--- src/rtl/battleship_board_ctrl.sv ---
// Game-logic writer for the NxN Battleship board: wrapping cursor, ship placement, firing, win/lose.
// Optional cursor blink overlay on the display plane is built when CURSOR_BLINK_EN is defined.
module battleship_board_ctrl #(
  parameter int N         = 5,
  parameter int SHIPS     = 3,
  parameter int MAX_SHOTS = 10,
  parameter int BLINK_DIV = 12_500_000
) (
  input  logic                  clk,
  input  logic                  reset,
  input  logic                  btn_up,
  input  logic                  btn_down,
  input  logic                  btn_left,
  input  logic                  btn_right,
  input  logic                  btn_sel,
  input  logic                  btn_start,
  output logic [N-1:0][N-1:0]   matrix,
  output logic [N-1:0][N-1:0]   miss_matrix,
  output logic [2:0]            cursor_row,
  output logic [2:0]            cursor_col,
  output logic [1:0]            phase,
  output logic [2:0]            hits,
  output logic [3:0]            shots
);

  typedef enum logic [1:0] {
    PH_PLACE = 2'b00,
    PH_FIRE  = 2'b01,
    PH_WIN   = 2'b10,
    PH_LOSE  = 2'b11
  } phase_e;

  phase_e               phase_q, phase_d;
  logic [N-1:0][N-1:0]  ship_map_q, ship_map_d;
  logic [N-1:0][N-1:0]  shot_map_q, shot_map_d;
  logic [N-1:0][N-1:0]  matrix_q, matrix_d;
  logic [N-1:0][N-1:0]  miss_q, miss_d;
  logic [2:0]           row_q, row_d;
  logic [2:0]           col_q, col_d;
  logic [2:0]           placed_q, placed_d;
  logic [2:0]           hits_q, hits_d;
  logic [3:0]           shots_q, shots_d;

  logic [2:0]           row_mv, col_mv;
  logic [2:0]           hits_n;
  logic [3:0]           shots_n;
  logic                 blink_d;

  // Opposing pulses cancel; row and col wrap independently.
  always_comb begin
    row_mv = row_q;
    col_mv = col_q;
    if (btn_up && !btn_down)
      row_mv = (row_q == 3'd0) ? 3'(N-1) : row_q - 3'd1;
    else if (btn_down && !btn_up)
      row_mv = (row_q == 3'(N-1)) ? 3'd0 : row_q + 3'd1;
    if (btn_left && !btn_right)
      col_mv = (col_q == 3'd0) ? 3'(N-1) : col_q - 3'd1;
    else if (btn_right && !btn_left)
      col_mv = (col_q == 3'(N-1)) ? 3'd0 : col_q + 3'd1;
  end

  // Next-state: sel always uses the pre-move cursor (row_q/col_q).
  always_comb begin
    phase_d    = phase_q;
    ship_map_d = ship_map_q;
    shot_map_d = shot_map_q;
    row_d      = row_q;
    col_d      = col_q;
    placed_d   = placed_q;
    hits_d     = hits_q;
    shots_d    = shots_q;
    hits_n     = hits_q;
    shots_n    = shots_q;

    case (phase_q)
      PH_PLACE: begin
        row_d = row_mv;
        col_d = col_mv;
        if (btn_sel && !ship_map_q[row_q][col_q]) begin
          ship_map_d[row_q][col_q] = 1'b1;
          placed_d = placed_q + 3'd1;
          if (placed_q == 3'(SHIPS-1)) begin
            phase_d = PH_FIRE;
            row_d   = 3'd0;
            col_d   = 3'd0;
          end
        end
      end
      PH_FIRE: begin
        row_d = row_mv;
        col_d = col_mv;
        if (btn_sel && !shot_map_q[row_q][col_q]) begin
          shot_map_d[row_q][col_q] = 1'b1;
          shots_n = shots_q + 4'd1;
          hits_n  = ship_map_q[row_q][col_q] ? hits_q + 3'd1 : hits_q;
          shots_d = shots_n;
          hits_d  = hits_n;
          // A last shot that also sinks the last ship counts as a win.
          if (hits_n == 3'(SHIPS))
            phase_d = PH_WIN;
          else if (shots_n == 4'(MAX_SHOTS))
            phase_d = PH_LOSE;
        end
      end
      default: begin
        if (btn_start) begin
          phase_d    = PH_PLACE;
          ship_map_d = '0;
          shot_map_d = '0;
          row_d      = 3'd0;
          col_d      = 3'd0;
          placed_d   = 3'd0;
          hits_d     = 3'd0;
          shots_d    = 3'd0;
        end
      end
    endcase
  end

  // Display planes are computed from next state so they register alongside it.
  always_comb begin
    if (phase_d == PH_PLACE) begin
      matrix_d = ship_map_d;
      miss_d   = '0;
    end else begin
      matrix_d = ship_map_d & shot_map_d;
      miss_d   = shot_map_d & ~ship_map_d;
    end
    if (phase_d == PH_PLACE || phase_d == PH_FIRE) begin
      for (int r = 0; r < N; r++) begin
        for (int c = 0; c < N; c++) begin
          if (row_d == 3'(r) && col_d == 3'(c))
            matrix_d[r][c] = matrix_d[r][c] ^ blink_d;
        end
      end
    end
  end

`ifdef CURSOR_BLINK_EN
  localparam int BW = $clog2(BLINK_DIV + 1);

  logic [BW-1:0] blink_cnt_q, blink_cnt_d;
  logic          blink_q;

  always_comb begin
    blink_cnt_d = blink_cnt_q + BW'(1);
    blink_d     = blink_q;
    if (blink_cnt_q == BW'(BLINK_DIV - 1)) begin
      blink_cnt_d = '0;
      blink_d     = ~blink_q;
    end
  end

  always_ff @(posedge clk or posedge reset) begin
    if (reset) begin
      blink_cnt_q <= '0;
      blink_q     <= 1'b0;
    end else begin
      blink_cnt_q <= blink_cnt_d;
      blink_q     <= blink_d;
    end
  end
`else
  assign blink_d = 1'b0;
`endif

  always_ff @(posedge clk or posedge reset) begin
    if (reset) begin
      phase_q    <= PH_PLACE;
      ship_map_q <= '0;
      shot_map_q <= '0;
      matrix_q   <= '0;
      miss_q     <= '0;
      row_q      <= 3'd0;
      col_q      <= 3'd0;
      placed_q   <= 3'd0;
      hits_q     <= 3'd0;
      shots_q    <= 4'd0;
    end else begin
      phase_q    <= phase_d;
      ship_map_q <= ship_map_d;
      shot_map_q <= shot_map_d;
      matrix_q   <= matrix_d;
      miss_q     <= miss_d;
      row_q      <= row_d;
      col_q      <= col_d;
      placed_q   <= placed_d;
      hits_q     <= hits_d;
      shots_q    <= shots_d;
    end
  end

  assign matrix      = matrix_q;
  assign miss_matrix = miss_q;
  assign cursor_row  = row_q;
  assign cursor_col  = col_q;
  assign phase       = phase_q;
  assign hits        = hits_q;
  assign shots       = shots_q;

endmodule

--- config.mk ---
export PLATFORM = sky130hd
export DESIGN_NAME = battleship_board_ctrl
export DESIGN_NICKNAME = d
export VERILOG_FILES = /design/src/rtl/battleship_board_ctrl.sv
export SDC_FILE = /design/constraint.sdc
export NUM_CORES = 1
export LEC_CHECK = 0
export ABC_AREA = 0
export CORE_MARGIN = 2
export CORE_UTILIZATION = 45
export CTS_CLUSTER_DIAMETER = 200
export CTS_CLUSTER_SIZE = 30
export DETAILED_ROUTE_END_ITERATION = 8
export PLACE_DENSITY = 0.77
export REMOVE_ABC_BUFFERS = 1
export SLEW_MARGIN = 20
export SYNTH_ARGS = -nofsm -noshare
export SYNTH_HDL_FRONTEND = slang
export SYNTH_SLANG_ARGS = --single-unit
--- constraint.sdc ---
create_clock -name clk -period 4.8 [get_ports clk]
set_input_delay 0.96 -clock clk [delete_from_list [all_inputs] [get_ports clk]]
set_output_delay 0.96 -clock clk [all_outputs]
set_load 0.02 [all_outputs]
=== Word-level counts from Yosys, hierarchy flattened ===
Cells that the tools add are included.

* Word-level logic and storage cells: 125
* Input port bits: 8
* Register bits after elaboration: 118
* Output and inout port bits: 65

* Muxes and demuxes: 50
* Bitwise gates (word level): 7
* Add/sub/neg operators: 7
* $lt $le $gt $ge: 4
* Reduce and logical (&&, ||, !) cells: 23
* Equal/unequal tests: 8

{| class="wikitable"
|+ Operators with widths
! operator !! number
|-
| $mux 25 || 6
|-
| $pmux 25 s2 || 2
|-
| $and 25x25->25 || 2
|-
| $or 25x25->25 || 2
|-
| $mux 3 || 16
|-
| $bmux 5 s3 || 2
|-
| $not 25->25 || 1
|-
| $pmux 3 s2 || 4
|-
| $demux 5 s3 || 1
|-
| $mux 5 || 3
|-
| $add 3x1->3 const B || 4
|-
| $mux 2 || 6
|-
| $logic_and 1x1->1 || 8
|-
| $lt 3x4->1 const B || 2
|-
| $mux 4 || 2
|-
| $pmux 4 s2 || 1
|-
| $bmux 1 s3 || 2
|-
| $eq 3x2->1 const B || 2
|-
| $eq 3x3->1 const B || 2
|-
| $ge 3x1->1 const B || 2
|-
| $logic_not 1->1 || 6
|-
| $logic_not 3->1 || 2
|-
| $reduce_and 3->1 || 2
|-
| $sub 3x1->3 const B || 2
|-
| 11 further kinds || 17
|}

=== Longest topological paths before layout ===
Gate-level depths: netlist of the first run.

* Depth after elaboration: 12
* Gate-level depth with buffers: 12

=== Worst setup path after synthesis of the first run ===
OpenSTA, ideal clock, no wires.

* Path type: register to register
* Start point: register row_q[1], in the netlist cursor_row[1]
* End point: register phase_q[0], in the netlist phase[0]
* Setup time: 0.122 ns
* Stages on the path, launching flop included: 12
* Arrival time: 2.392 ns
* Path slack: 2.287 ns
* Path buffers: 4
* Period minus slack after synthesis: 2.513 ns
* Path through: dfrtp_1 -> buf_6 -> buf_8 -> buf_8 -> mux2i_1 -> o21ai_1 -> a2111oi_4 -> nor3_2 -> nor3_4 -> buf_6 -> o211ai_2 -> a32o_1

* Word-level cells in the longest chain between the ends: 9
* Elaborated cells between the ends (all ways): 18
* Those cells by class: eq/ne (1); mux (13); reduce/logical (4)

{| class="wikitable"
|+ Ends and longest elaborated chain
! item !! RTL line !! source
|-
| start, declared || 38 || <nowiki>logic [2:0] row_q, row_d;</nowiki>
|-
| start signal, assigned || 186 || <nowiki>row_q <= row_d;</nowiki>
|-
| $bmux 5 s3 || 80, 96 ||
|-
| $mux 5 (implied by the code) || 80, 96 ||
|-
| $bmux 1 s3 || 80, 96 ||
|-
| $mux 1 (implied by the code) || 80, 96 ||
|-
| $mux 3 || 96 || <nowiki>hits_n = ship_map_q[row_q][col_q] ? hits_q + 3'd1 : hits_q;</nowiki>
|-
| $eq 3x2->1 || 100 || <nowiki>if (hits_n == 3'(SHIPS))</nowiki>
|-
| $mux 2 || 100 ||
|-
| $mux 2 || 93 || <nowiki>if (btn_sel && !shot_map_q[row_q][col_q]) begin</nowiki>
|-
| $pmux 2 s2 (*) || 76 || <nowiki>case (phase_q)</nowiki>
|-
| via phase_d[0] || 33 || <nowiki>phase_e phase_q, phase_d;</nowiki>
|-
| end signal, assigned || 181 || <nowiki>phase_q <= phase_d;</nowiki>
|-
| end, declared || 33 ||
|}

Mark *: on every way through the listed nets, which the timed path passes. The rest lies on a longest branch. The select of a mux whose other input is x is not followed.
A chain may end at the register's enable or synchronous reset.

==> impl_metrics.toml, run 1 <==
[critical_path]
r2r_cells = 8
cp_data_required_time_ns = 5.10
path_cells = "buf_4, mux2_4, a22oi_2, o22a_1, o221ai_2, nor2_1, a32oi_1, and3_1"
reg2reg_to = "miss_matrix[24]$_DFF_PP0_"
r2r-start = "cursor_row[1]$_DFFE_PP0P_"
cp-end-kind = "flop"
rrSetupSlack_ns = 1.22
startpoint_type = "flop"
critPathKind = "flop to flop"
cp_slowest_cell = "nor2_1"
crit_fanout = 19
cp.arrival_ns = 3.88
worst_path_largest_cell_delay_ns = 0.92

[floorplan]
placementRows = 41
io_pins = 73
die_area_sq_um = 14000
start_util_pct = 46.2
core_sq_um = 12700
die_h_microns = 118
die_w_microns = 118

[timing]
skew_ns = 0.0147
timing.setup.tns_ns = 0
setup_viol = 0
post-route-period-util_pct = 74.6
relSlewSlack_pct = 20.1
fmax_ghz = 0.279
period_needed_ns = 3.58
worst_slew_pin_slew_ns = 1.19
finalMaxSlewViolations = 0
rsz0062_at_grt = "false"
final-hold-violation-count = 0

[final_layout]
areaGrowthSynthToFinish_pct = 23.8
num-fill-cells = 1052
diodes = 0
post_route_cells_drive_above_1_share_pct = 15.1
finalNetCount = 619

[status]
outcome = "finished, final reports clean"

[grt]
grt_pass1_vias = 4686
grt_start_max_net_pins = 74
grt-ovfl-total = 0
grt_usage_pct = 22.2
grt_pass1_wl_mm = 24.5
antenna_found_initial = 0

[clock_tree]
cts.sink_count = 118
postCtsSetupRepairBufs = 0
cts_resized = 0
cts-buffers-inserted = 17
cts_tree = "done"
clockBufferDepth = 2
clk_latency_ns = 0.42
clkSlewWorstSetupHoldPaths_ns = 0.06
h-tree-depth = 4
cts-root-buf = "clkbuf_16"
cts.hold.buffers_added = 0

[logic_synthesis]
synth_cell_types = 68
synth_edf_count = 0
synth.avg_cell_area_sq_um = 11.0
synth.ff_latch_count = 118
async_flop_share_pct = 100
ys.warnings.count = 0
syn_inst = 531
ys_seq_area_share_pct = 50.4
yosys_most_used_dff = "dfrtp_1"
synth_area_sq_um = 5860

[pwr]
p_int_mw = 3.06
totalPowerFinal_mw = 5.33
powerDensity_nw_per_um2 = 735
p_clk_share_pct = 23.4
p_seq_share_pct = 31.5
p_leak_nw = 3.33
ir_drop_uv = 329
p_sw_mw = 2.27
sw_frac_of_total_pct = 42.6
p_comb_share_pct = 45.1

[detailed_routing]
drt-total-wl_mm = 14.8
via_per_inst = 5.92
vias = 4635
avgRoutedWirePerCell_microns = 18.9
drt_iter0_markers = 491
drtPass1Iterations = 6
drc_errors = 0
ant_nets = 0

[placement]
dpl.hpwl_mm = 9.74
io_buffers = 72
gp_congestion = 0.903

[worst_hold_path]
hp-start = "ship_map_q[5]$_DFF_PP0_"
holdPathEnd = "miss_matrix[5]$_DFF_PP0_"
hold_path.class = "flop to flop"
hold_depth = 1

[run]
maxCapViolCount = 0
-- per-layer routing --
layer  part of all wire, %  up-vias  global-route usage [%]  routed length [microns]
met2                    48      221                    35.5                     7110
met3                   7.5       48                    5.33                     1110
met5                     0        -                       0                        0
met1                    42     2311                    29.0                     6180
li1                      -     2055                       -                        -
met4                   2.7        0                    9.04                      399
-- area by class of cell --
type	count	area [sq um]	share of cell area (%)
Clock buffer	20	457	6.30
Clock inverter	12	128	1.76
Sequential cell	118	2950	40.7
Inverter	43	164	2.26
Multi-Input combinational cell	339	2550	35.2
Tap cell	172	215	2.97
Timing Repair Buffer	79	786	10.8
-- cell families (layout without fill, tap and decap cells) --
logic type,Yosys count,in the layout,synth area share [%]
mux,23,23,4.06
compound gates,139,139,20.5
fa+ha+maj,13,13,2.78
buf+inv,74,154,6.30
simple gates,160,160,15.3
xor+xnor,4,4,0.598
flops,118,118,50.4
-- power groups by stage --
stage | clock network, mW | logic, mW | registers (mW)
after floorplan | 0 | 1.34 | 1.81
after global placement | 0 | 2.30 | 1.67
after detailed placement | 0 | 2.37 | 1.67
after CTS | 1.26 | 2.39 | 1.67
after global routing | 1.31 | 2.60 | 1.72
final | 1.25 | 2.40 | 1.68
-- placed cells by master, fill, tap and decap left out, drive strengths merged, types with 3 or more instances in the layout --
| cell | Yosys | routed |
|---|---|---|
| dfrtp | 118 | 118 |
| clkdlybuf4s50 | 0 | 72 |
| nand2 | 49 | 49 |
| inv | 42 | 43 |
| nor2 | 30 | 30 |
| nor3 | 30 | 30 |
| mux2i | 20 | 20 |
| clkbuf | 10 | 20 |
| a32oi | 20 | 20 |
| o21ai | 19 | 19 |
| a21oi | 17 | 17 |
| a21boi | 17 | 17 |
| a32o | 14 | 14 |
| ha | 13 | 13 |
| nand2b | 11 | 11 |
| nand3 | 9 | 9 |
| and3 | 8 | 8 |
| buf | 21 | 7 |
| a22o | 6 | 6 |
| o22ai | 6 | 6 |
| o32ai | 6 | 6 |
| o21ba | 6 | 6 |
| clkinv | 1 | 6 |
| a22oi | 5 | 5 |
| o31ai | 5 | 5 |
| nor3b | 5 | 5 |
| nand3b | 4 | 4 |
| clkinvlp | 0 | 4 |
| a41oi | 3 | 3 |
| or2 | 3 | 3 |
| mux2 | 3 | 3 |
| o211ai | 3 | 3 |
-- cell usage after synthesis, types with 5 or more instances --
master      n  share of area, %
dfrtp_1   118                50
nand2_1    49               3.1
inv_1      41               2.6
nor2_1     30               1.9
mux2i_1    20               3.4
nor3_2     20               3.4
a21oi_1    17               1.5
a32o_1     14               2.4
o21ai_0    14               1.2
ha_1       13               2.8
nand2b_1   11               1.2
a32oi_1    10               1.5
a32oi_2    10               2.8
buf_2      10              0.85
clkbuf_1   10              0.64
nand3_1     9              0.77
nor3_1      9              0.77
a21boi_1    8               1.0
and3_1      8              0.85
a21boi_0    7              0.90
a22o_1      6              0.90
buf_6       6               1.2
o22ai_1     6              0.64
o21ai_1     5              0.43
o32ai_1     5              0.75
-- registers in the layout, indices dropped and copies added (netlist names) --
signal       flops
phase            2
shots            4
hits             3
placed_q         3
cursor_col       3
cursor_row       3
matrix          25
miss_matrix     25
shot_map_q      25
ship_map_q      25
-- worst max-delay path by stage --
stage | from | to | slack, ns | depth (start not counted)
2_1_floorplan | reset | cursor_col[0]$_DFFE_PP0P_ | 0.71 | 1
3_3_place_gp | cursor_row[1]$_DFFE_PP0P_ | matrix[16]$_DFF_PP0_ | 1.43 | 9
3_5_place_dp | cursor_row[1]$_DFFE_PP0P_ | matrix[16]$_DFF_PP0_ | 1.32 | 9
4_1_cts | cursor_row[1]$_DFFE_PP0P_ | matrix[16]$_DFF_PP0_ | 1.29 | 9
5_1_grt | cursor_row[1]$_DFFE_PP0P_ | matrix[16]$_DFF_PP0_ | 1.06 | 9
6_report | cursor_row[1]$_DFFE_PP0P_ | miss_matrix[24]$_DFF_PP0_ | 1.22 | 8
-- critical path, delay by kind of cell (launching register included) --
| family | cells | cell delay [ns] |
|---|---|---|
| flops | 1 | 0.79 |
| mux | 1 | 0.32 |
| buf+inv | 1 | 0.36 |
| simple gates | 2 | 1.21 |
| compound gates | 4 | 0.77 |
-- through the flow --
stage / area (sq um) / hold slack, ns / setup WS [ns] / util [%] / instances
4_1_cts: 7250 / 0.483 / 1.29 / 57.2 / 783
5_1_grt: 7250 / 0.512 / 1.06 / 57.2 / 783
3_3_place_gp: 6660 / 0.462 / 1.43 / 52.6 / 751
2_1_floorplan: 5650 / 0.433 / 0.711 / - / 500
3_5_place_dp: 6660 / 0.462 / 1.32 / 52.6 / 751
6_report: 7250 / 0.491 / 1.22 / 57.2 / 783
Power figures use the tool's default switching activity.
==> run 2: changes to the inputs <==
==> constraint.sdc (replaced) <==
create_clock -name clk -period 3.6 [get_ports clk]
set_input_delay 0.72 -clock clk [delete_from_list [all_inputs] [get_ports clk]]
set_output_delay 0.72 -clock clk [all_outputs]
set_load 0.02 [all_outputs]
==> run 2 against run 1 <==
  * Critical path type unchanged
  * Cell count is 2.9% higher
  * Wire length is 8.9% higher
  * Clock skew is 0.0035 ns lower
  * Flip-flop and latch count stayed put
  * Global-route usage is 1.9 points higher
  * Total power is 41% higher
  * First-iteration DRC count is 30% lower
  * Critical path depth is 1 higher
  * Maximum frequency is 13% higher
==> impl_metrics.toml, run 2 (synthesis results as in run 1) <==
[detailed_routing]
via_per_inst = 5.85
drt-total-wl_mm = 16.1
avgRoutedWirePerCell_microns = 20.0
ant_nets = 0
vias = 4716
drc_errors = 0
drtPass1Iterations = 7
drt_iter0_markers = 345

[floorplan]
start_util_pct = 46.2
core_sq_um = 12700
die_w_microns = 118
die_h_microns = 118
die_area_sq_um = 14000
io_pins = 73
placementRows = 41

[pwr]
totalPowerFinal_mw = 7.51
powerDensity_nw_per_um2 = 1000
ir_drop_uv = 552
p_leak_nw = 3.47

[clock_tree]
cts.sink_count = 118
cts-root-buf = "clkbuf_16"
clkSlewWorstSetupHoldPaths_ns = 0.06
cts-buffers-inserted = 17
clockBufferDepth = 2
h-tree-depth = 4
postCtsSetupRepairBufs = 0
cts_tree = "done"
clk_latency_ns = 0.41
cts_resized = 0
cts.hold.buffers_added = 0

[grt]
grt_usage_pct = 24.1
antenna_found_initial = 0
grt_start_max_net_pins = 76
grt-ovfl-total = 0
grt_pass1_wl_mm = 26.5
grt_pass1_vias = 4960

[final_layout]
fin_util_pct = 59.0
final_cell_mix = "dfrtp_1 (118), clkdlybuf4s50_1 (72), nand2_1 (48)"
areaGrowthSynthToFinish_pct = 27.7
diodes = 0
num-fill-cells = 1074
post_route_cells_drive_above_1_share_pct = 17.8
finalNetCount = 642
regArea_sq_um = 2950
multi_input_comb_area_sq_um = 2540
final_common_cell = "dfrtp_1"

[placement]
io_buffers = 72
dpl.hpwl_mm = 11.2
gp_congestion = 0.940

[timing]
post-route-period-util_pct = 88.0
final-hold-violation-count = 0
rsz0062_at_grt = "false"
relSlewSlack_pct = 31.7
finalMaxSlewViolations = 0
period_needed_ns = 3.17
setup_viol = 0
fmax_ghz = 0.316
worst_slew_pin_slew_ns = 1.02
skew_ns = 0.0112

[critical_path]
critPathKind = "flop to flop"
cp_data_required_time_ns = 3.92
cp.arrival_ns = 3.49
crit_fanout = 19
r2r_cells = 9
cp-end-kind = "flop"
startpoint_type = "flop"

[worst_hold_path]
hold_path.class = "flop to flop"
hold_depth = 1

[status]
outcome = "finished, final reports clean"

[run]
maxCapViolCount = 0
==> run 2: cell types whose count changed in the layout (fill, tap and decap cells not counted), moves of 2 or more <==
cell | previous run | this run
buf_4 | 6 | 28
clkinvlp_4 | 4 | 0
bufinv_16 | 2 | 4
clkbuf_1 | 1 | 3
clkbuf_8 | 2 | 4
==> run 2: final timing paths <==
kind / from / endpoint / slack [ns]
min in group asynchronous: reset / miss_matrix[3]$_DFF_PP0_ / 0.89
max reg2reg: cursor_row[1]$_DFFE_PP0P_ / matrix[16]$_DFF_PP0_ / 0.43
min: placed_q[2]$_DFFE_PP0P_ / placed_q[2]$_DFFE_PP0P_ / 0.48
min reg2reg: placed_q[2]$_DFFE_PP0P_ / placed_q[2]$_DFFE_PP0P_ / 0.48
max in group asynchronous: reset / miss_matrix[9]$_DFF_PP0_ / 2.01
max: cursor_row[1]$_DFFE_PP0P_ / matrix[16]$_DFF_PP0_ / 0.43
==> run 2: metrics by stage <==
stage / std cells / worst slack, ns / TNS (ns) / instance area [sq um] / hold slack, ns
4_1_cts: 806 / 0.471 / 0 / 7480 / 0.491
6_report: 806 / 0.431 / 0 / 7480 / 0.476
2_1_floorplan: 500 / -0.249 / -29.40 / 5650 / 0.433
3_3_place_gp: 774 / 0.467 / 0 / 6840 / 0.450
5_1_grt: 806 / 0.239 / 0 / 7480 / 0.512
3_5_place_dp: 774 / 0.421 / 0 / 6840 / 0.474
==> run 2: area by class of cell <==
type / count / area share (%)
Tap cell: 172 / 2.88
Clock inverter: 8 / 1.92
Timing Repair Buffer: 102 / 13.0
Multi-Input combinational cell: 339 / 34.0
Clock buffer: 24 / 6.57
Inverter: 43 / 2.19
Sequential cell: 118 / 39.5
==> run 2: metal layers <==
metal	part of all wire [%]	wire, microns	up-vias	GRT usage (%)
met5	0	0	-	0
met4	3.2	524	0	10.7
met3	6.3	1020	51	5.18
met2	48	7780	203	38.5
met1	42	6800	2356	31.6
li1	-	-	2106	-
==> run 2: worst max-delay path, cell delays in order (launching register included) <==
cell and delay [ns]:
dfrtp_1 0.48, buf_4 0.30, mux2i_1 0.21, o32ai_1 0.10, a41oi_1 0.20, o21ai_1 0.17, nor3_1 0.86, buf_4 0.31
a32o_1 0.24, a21boi_0 0.20
==> run 2: power by group <==
part / internal (mW) / switching (mW)
Sequential: 1.78 / 0.381
Combinational: 1.40 / 2.13
Clock: 1.23 / 0.580
==> RTL change 1: new RTL, flow settings as in run 2 <==
Set the parameter `MAX_SHOTS` to 8 (it was 10).
--- a/src/rtl/battleship_board_ctrl.sv
+++ b/src/rtl/battleship_board_ctrl.sv
@@ -3,7 +3,7 @@
 module battleship_board_ctrl #(
   parameter int N         = 5,
   parameter int SHIPS     = 3,
-  parameter int MAX_SHOTS = 10,
+  parameter int MAX_SHOTS = 8,
   parameter int BLINK_DIV = 12_500_000
 ) (
   input  logic                  clk,
Formal check against the unedited RTL: same outputs for any inputs over 4 cycles, from zero or initial values and one cycle with reset high; that may be too few to reach the edited logic, so the function may still have changed.
==> RTL change 1 against run 2 <==
  * Final area down 0.10%
  * Wire length increased by 2.6%
  * Worst setup slack got worse by 0.070 ns
  * Sequential cell count did not move
  * Critical path depth down 1
  * Power fell by 4.1%
  * Area after synthesis grew 2.1%
==> RTL change 1: results (changes against run 2) <==
* Status: complete, no violations (unchanged)
* Met1 track utilization from global routing at 33.9% (was 31.6%)
* Global placer's final weighted congestion at 0.941 (was 0.940)
* Via count of the first global-routing pass at 4664 (was 4960)
* Global-route track usage on met2 at 37.2% (was 38.5%)
* Kind of cell adding the most delay to the critical path: compound AO/OA/AOI/OAI gates (unchanged)
* Share of post-route cells with drive strength above 1 at 17.1% (was 17.8%)
* Number of non-filler instances in the completed layout at 802 (was 806)
* Post-DP HPWL at 11.6 mm (was 11.2 mm)
* Met3 Track Usage GR at 6.51% (was 5.18%)
* Ant. Diodes at 0 (unchanged)
* Max-Cap Viols at 0 (unchanged)
* Total number of nets in the final design at 638 (was 642)
* Maximum VDD drop at 629 uV (was 552 uV)
* Placed Area at 6960 um^2 (was 6840 um^2)
* Post-DR wirelength/cell at 20.6 um (was 20.0 um)
* WL met2 at 7.89 mm (was 7.78 mm)
* Vias after detailed routing at 4803 (was 4716)
* Worst setup timing slack at the placement stage at 0.419 ns (was 0.421 ns)
* Worst Max-Slew Pin Slew at 1.03 ns (was 1.02 ns)
* Count of routing violations after the opening detailed-route iteration at 473 (was 345)
* Hold Crit Class: reg2reg (unchanged)
* Count of TritonRoute iterations in the first routing pass at 5 (was 7)
* Highest net fanout along the worst path at 18 (was 19)
* Placed insts at 775 (was 774)
* Standby leakage power at 0.00329 uW (was 0.00347 uW)
* Commonest cells post-synth: 118 x dfrtp_1, 62 x nand2_1, 22 x a22o_1, 20 x a31oi_1 (was 118 x dfrtp_1, 49 x nand2_1, 41 x inv_1, 30 x nor2_1)
* Delay contributed by the slowest stage of the critical path at 0.84 ns (was 0.86 ns)
* Global-route usage over all layers at 24.4% (was 24.1%)
* Critical Path Slowest Stage Cell: o31ai_4 (was nor3_1)
* Data arrival, critical path at 3.59 ns (was 3.49 ns)
* Sequential fraction of the synthesis area at 49.4% (was 50.4%)
* Number of port buffers at 72 (unchanged)
* Global-route wire length before repair at 26.6 mm (was 26.5 mm)
* Cts repair resizes at 0 (unchanged)
* Maximum number of pins on one net before global-route repair at 66 (was 76)
* Main area contributors after synthesis: dfrtp_1 49%, nand2_1 3.9%, a22o_1 3.2% (was dfrtp_1 50%, mux2i_1 3.4%, nor3_2 3.4%)
* Met3 Wirelength at 931 um (was 1.02 mm)
* Metal-1 WL at 7.42 mm (was 6.80 mm)
* Post-Synthesis Cells at 528 (was 531)
* Synth cell types at 74 (was 68)
* Clk_skew at 0.00577 ns (was 0.0112 ns)
## RTL change 1: cell types whose count changed after synthesis, sizes merged, moves of 9 or more
| cell | change |
|---|---|
| inv | -24 |
| a31oi | +19 |
| a32oi | -18 |
| a22o | +16 |
| nor3 | -16 |
| nand2 | +13 |
| nor2 | -13 |
| nor3b | +9 |
| nor4b | +9 |
## RTL change 1: cell families (layout without fill, tap and decap cells)
kind of cell,Yosys count,count (layout),share of synthesized area [%]
AO/OA/AOI/OAI,160,160,21.5
XOR/XNOR,5,5,0.732
adder cells (fa/ha/maj),12,12,2.51
buffers and inverters,49,147,4.73
flip-flops,118,118,49.4
multiplexers,18,18,3.05
AND/OR/NAND/NOR,166,166,18.2
## RTL change 1: power by group
| part | internal, uW | total, uW | switching, uW |
|---|---|---|---|
| clock network | 924 | 1480 | 556 |
| logic | 1430 | 3440 | 2010 |
| registers | 1820 | 2280 | 466 |
| total | 4170 | 7200 | 3030 |
## RTL change 1: path summary, 6_finish.rpt
kind / slack [ns] / end / start / cells past startpoint
min: 0.49 / miss_matrix[0] / ship_map_q[0] / 1
max: 0.36 / matrix[23] / cursor_row[2] / 8
min in group asynchronous: 0.62 / miss_matrix[16] / reset / 2
max in group asynchronous: 2.23 / shot_map_q[20] / reset / 3
max reg2reg: 0.36 / matrix[23] / cursor_row[2] / 8
min reg2reg: 0.49 / miss_matrix[0] / ship_map_q[0] / 1
## RTL change 1: cell type report
class,instances,area (um^2)
Clock inverter,5,27.5
Timing Repair Buffer,102,971
Clock buffer,22,484
Fill cell,1119,5660
Inverter,18,70.1
Sequential cell,118,2950
Tap cell,176,220
Multi-Input combinational cell,361,2750
==> RTL change 2: new RTL, settings of run 2 <==
Without the edit above. Register the output `miss_matrix` once more, with the module's reset; this adds one clock of latency there. The other outputs are not delayed to match.
--- a/src/rtl/battleship_board_ctrl.sv
+++ b/src/rtl/battleship_board_ctrl.sv
@@ -192,7 +192,13 @@
   end
 
   assign matrix      = matrix_q;
-  assign miss_matrix = miss_q;
+  always_ff @(posedge clk or posedge reset) begin
+    if (reset) begin
+      miss_matrix <= '0;
+    end else begin
+      miss_matrix <= miss_q;
+    end
+  end
   assign cursor_row  = row_q;
   assign cursor_col  = col_q;
   assign phase       = phase_q;
Check against the original RTL: not equivalent (a bounded check fails within 10 cycles, from zero or initial values and one cycle with reset high).
==> RTL change 2 against run 2 <==
  * Non-clock buffer count fell by 8
  * Wire length fell by 3.2%
  * Final area rose by 4.8%
  * Sequential cell count rose by 25
  * Synthesized cell count rose by 6.2%
  * Worst setup slack got worse by 0.12 ns
  * Critical path type unchanged
  * Power rose by 1.1%
  * Area after synthesis rose by 7.6%
==> RTL change 2: results (changes against run 2) <==
* Number of antenna violations at the first check in global routing at 0 (unchanged)
* Maximum number of pins on one net before global-route repair at 83 (was 76)
* Post-DP HPWL at 10.0 mm (was 11.2 mm)
* Synth cell types at 54 (was 68)
* Routed wire length at 15.6 mm (was 16.1 mm)
* Number of buffers added for setup after CTS at 0 (unchanged)
* Count of routing violations after the opening detailed-route iteration at 507 (was 345)
* Global placer's final weighted congestion at 0.894 (was 0.940)
* Maximum VDD drop at 389 uV (was 552 uV)
* Delay contributed by the slowest stage of the critical path at 0.71 ns (was 0.86 ns)
* Global-route wire length before repair at 25.7 mm (was 26.5 mm)
* Max-slew violations at 0 (unchanged)
* Endpoint of the worst hold-timing path: miss_matrix[17] (was placed_q[2])
* Highest net fanout along the worst path at 26 (was 19)
* Via count of the first global-routing pass at 5070 (was 4960)
* Clock edge transition at the registers on the reported setup and hold paths at 0.06 ns (about the same)
* Hold Crit Class: reg2reg (unchanged)
* Total CTS buffers at 17 (unchanged)
* Vias after detailed routing at 4962 (was 4716)
* Hold Path Stages at 0 (was 1)
* Clk_skew at 0.00788 ns (was 0.0112 ns)
* Warnings from Yosys at 0 (unchanged)
* Critical Path Slowest Stage Cell: dfrtp_1 (was nor3_1)
* Worst-case register-to-register setup slack at 0.31 ns (was 0.43 ns)
* FF-to-FF path depth at 9 (unchanged)
* Async set-reset flop share out of synthesis at 100% (unchanged)
* Clock latency reported for the late side of the worst-skew pair at approximately 0.42 ns
* Count of TritonRoute iterations in the first routing pass at 5 (was 7)
* Placed insts at 798 (was 774)
* Commonest cells post-synth: 143 x dfrtp_1, 56 x o21ai_0, 49 x a32o_1, 45 x nand2_1, 39 x a21oi_1 (was 118 x dfrtp_1, 49 x nand2_1, 41 x inv_1, 30 x nor2_1)
* Standby leakage power at 0.00342 uW (was 0.00347 uW)
* Critical register-to-register path endpoint: matrix[14] (was matrix[16])
* Largest buffer count on any clock path at 2 (unchanged)
* Critical R2R Launch: cursor_row[2] (was cursor_row[1])
* Total number of nets in the final design at 658 (was 642)
* Main area contributors after synthesis: dfrtp_1 57%, a32o_1 7.8%, o21ai_0 4.4% (was dfrtp_1 50%, mux2i_1 3.4%, nor3_2 3.4%)
* Post-Synthesis Cells at 564 (was 531)
* Max-Slew Margin vs Limit at 33.9% (was 31.7%)
* Data arrival, critical path at 3.56 ns (was 3.49 ns)
* Count of flip-flops with a built-in enable after synthesis at 0 (unchanged)
* Worst setup timing slack at the placement stage at 0.427 ns (was 0.421 ns)
* Share of post-route cells with drive strength above 1 at 9.71% (was 17.8%)
* Global-route usage over all layers at 22.3% (was 24.1%)
* Status: complete, no violations (unchanged)
* Clock root buffer: clkbuf_16 (unchanged)
* Hold Crit Start: miss_q[17] (was placed_q[2])
* Sequential fraction of the synthesis area at 56.7% (was 50.4%)
* Total number of H-tree levels at 4 (unchanged)
* Number of port buffers at 72 (unchanged)
* Cts repair resizes at 0 (unchanged)
* Ant. Diodes at 0 (unchanged)
* Number of non-filler instances in the completed layout at 829 (was 806)
[RTL change 2: cell count changes after synthesis, moves of 9 or more]
| cell | change |
|---|---|
| o21ai_0 | +42 |
| a32o_1 | +35 |
| dfrtp_1 | +25 |
| inv_1 | -25 |
| a21oi_1 | +22 |
| nor3_2 | -19 |
| nand2b_1 | +17 |
| clkbuf_1 | +14 |
| nor2_1 | -14 |
| a32oi_2 | -10 |
| a32oi_1 | -9 |
[RTL change 2: layer usage]
layer / vias to the layer above / wire (um) / track usage [%]
met5: - / 0 / 0
met4: 0 / 315 / 9.48
met3: 33 / 1090 / 5.67
met2: 214 / 7810 / 36.9
met1: 2479 / 6390 / 27.9
li1: 2236 / - / -
[RTL change 2: power breakdown]
group          internal [uW]  total (uW)  switching, uW
logic                   1350        3260           1910
registers               2210        2640            432
clock network           1050        1690            641
total                   4600        7590           2980
[RTL change 2: logic make-up after synthesis]
kind of cell / share of synthesized area [%]
compound gates: 22.0
flops: 56.7
simple gates: 10.7
buf+inv: 4.11
mux: 3.19
fa+ha+maj: 2.58
xor+xnor: 0.694
[RTL change 2: worst max-delay path by stage]
stage / startpoint / to / slack (ns) / cells after the start
after floorplan: reset / cursor_col[0] / -0.96 / 1
after global placement: cursor_row[0] / miss_q[5] / 0.57 / 9
after detailed placement: cursor_row[2] / matrix[14] / 0.43 / 9
after CTS: cursor_row[2] / matrix[24] / 0.42 / 9
after global routing: cursor_row[2] / matrix[7] / 0.16 / 9
final: cursor_row[2] / matrix[14] / 0.31 / 9
[RTL change 2: worst max-delay path: cells and delay by family (launching register included)]
family	cells	cell delay [ns]
simple gates	3	0.97
compound gates	5	1.08
flops	1	0.71
buf+inv	1	0.37
[RTL change 2: area by class of cell]
| type | instances | area [um^2] |
|---|---|---|
| inverters | 17 | 68.8 |
| repair buffers | 94 | 911 |
| flip-flops and latches | 143 | 3580 |
| well taps | 180 | 225 |
| fillers | 1156 | 5940 |
| clock inverters | 9 | 110 |
| clock buffers | 22 | 464 |
| multi-input cells | 364 | 2480 |
[RTL change 2: stage by stage]
stage	power (uW)	hold WS [ns]	cell area, um^2
6_report	7590	0.343	7840
5_1_grt	8030	0.347	7840
4_1_cts	7600	0.346	7830
3_5_place_dp	5850	0.335	7250
3_3_place_gp	5720	0.332	7250
2_1_floorplan	4460	0.331	6110
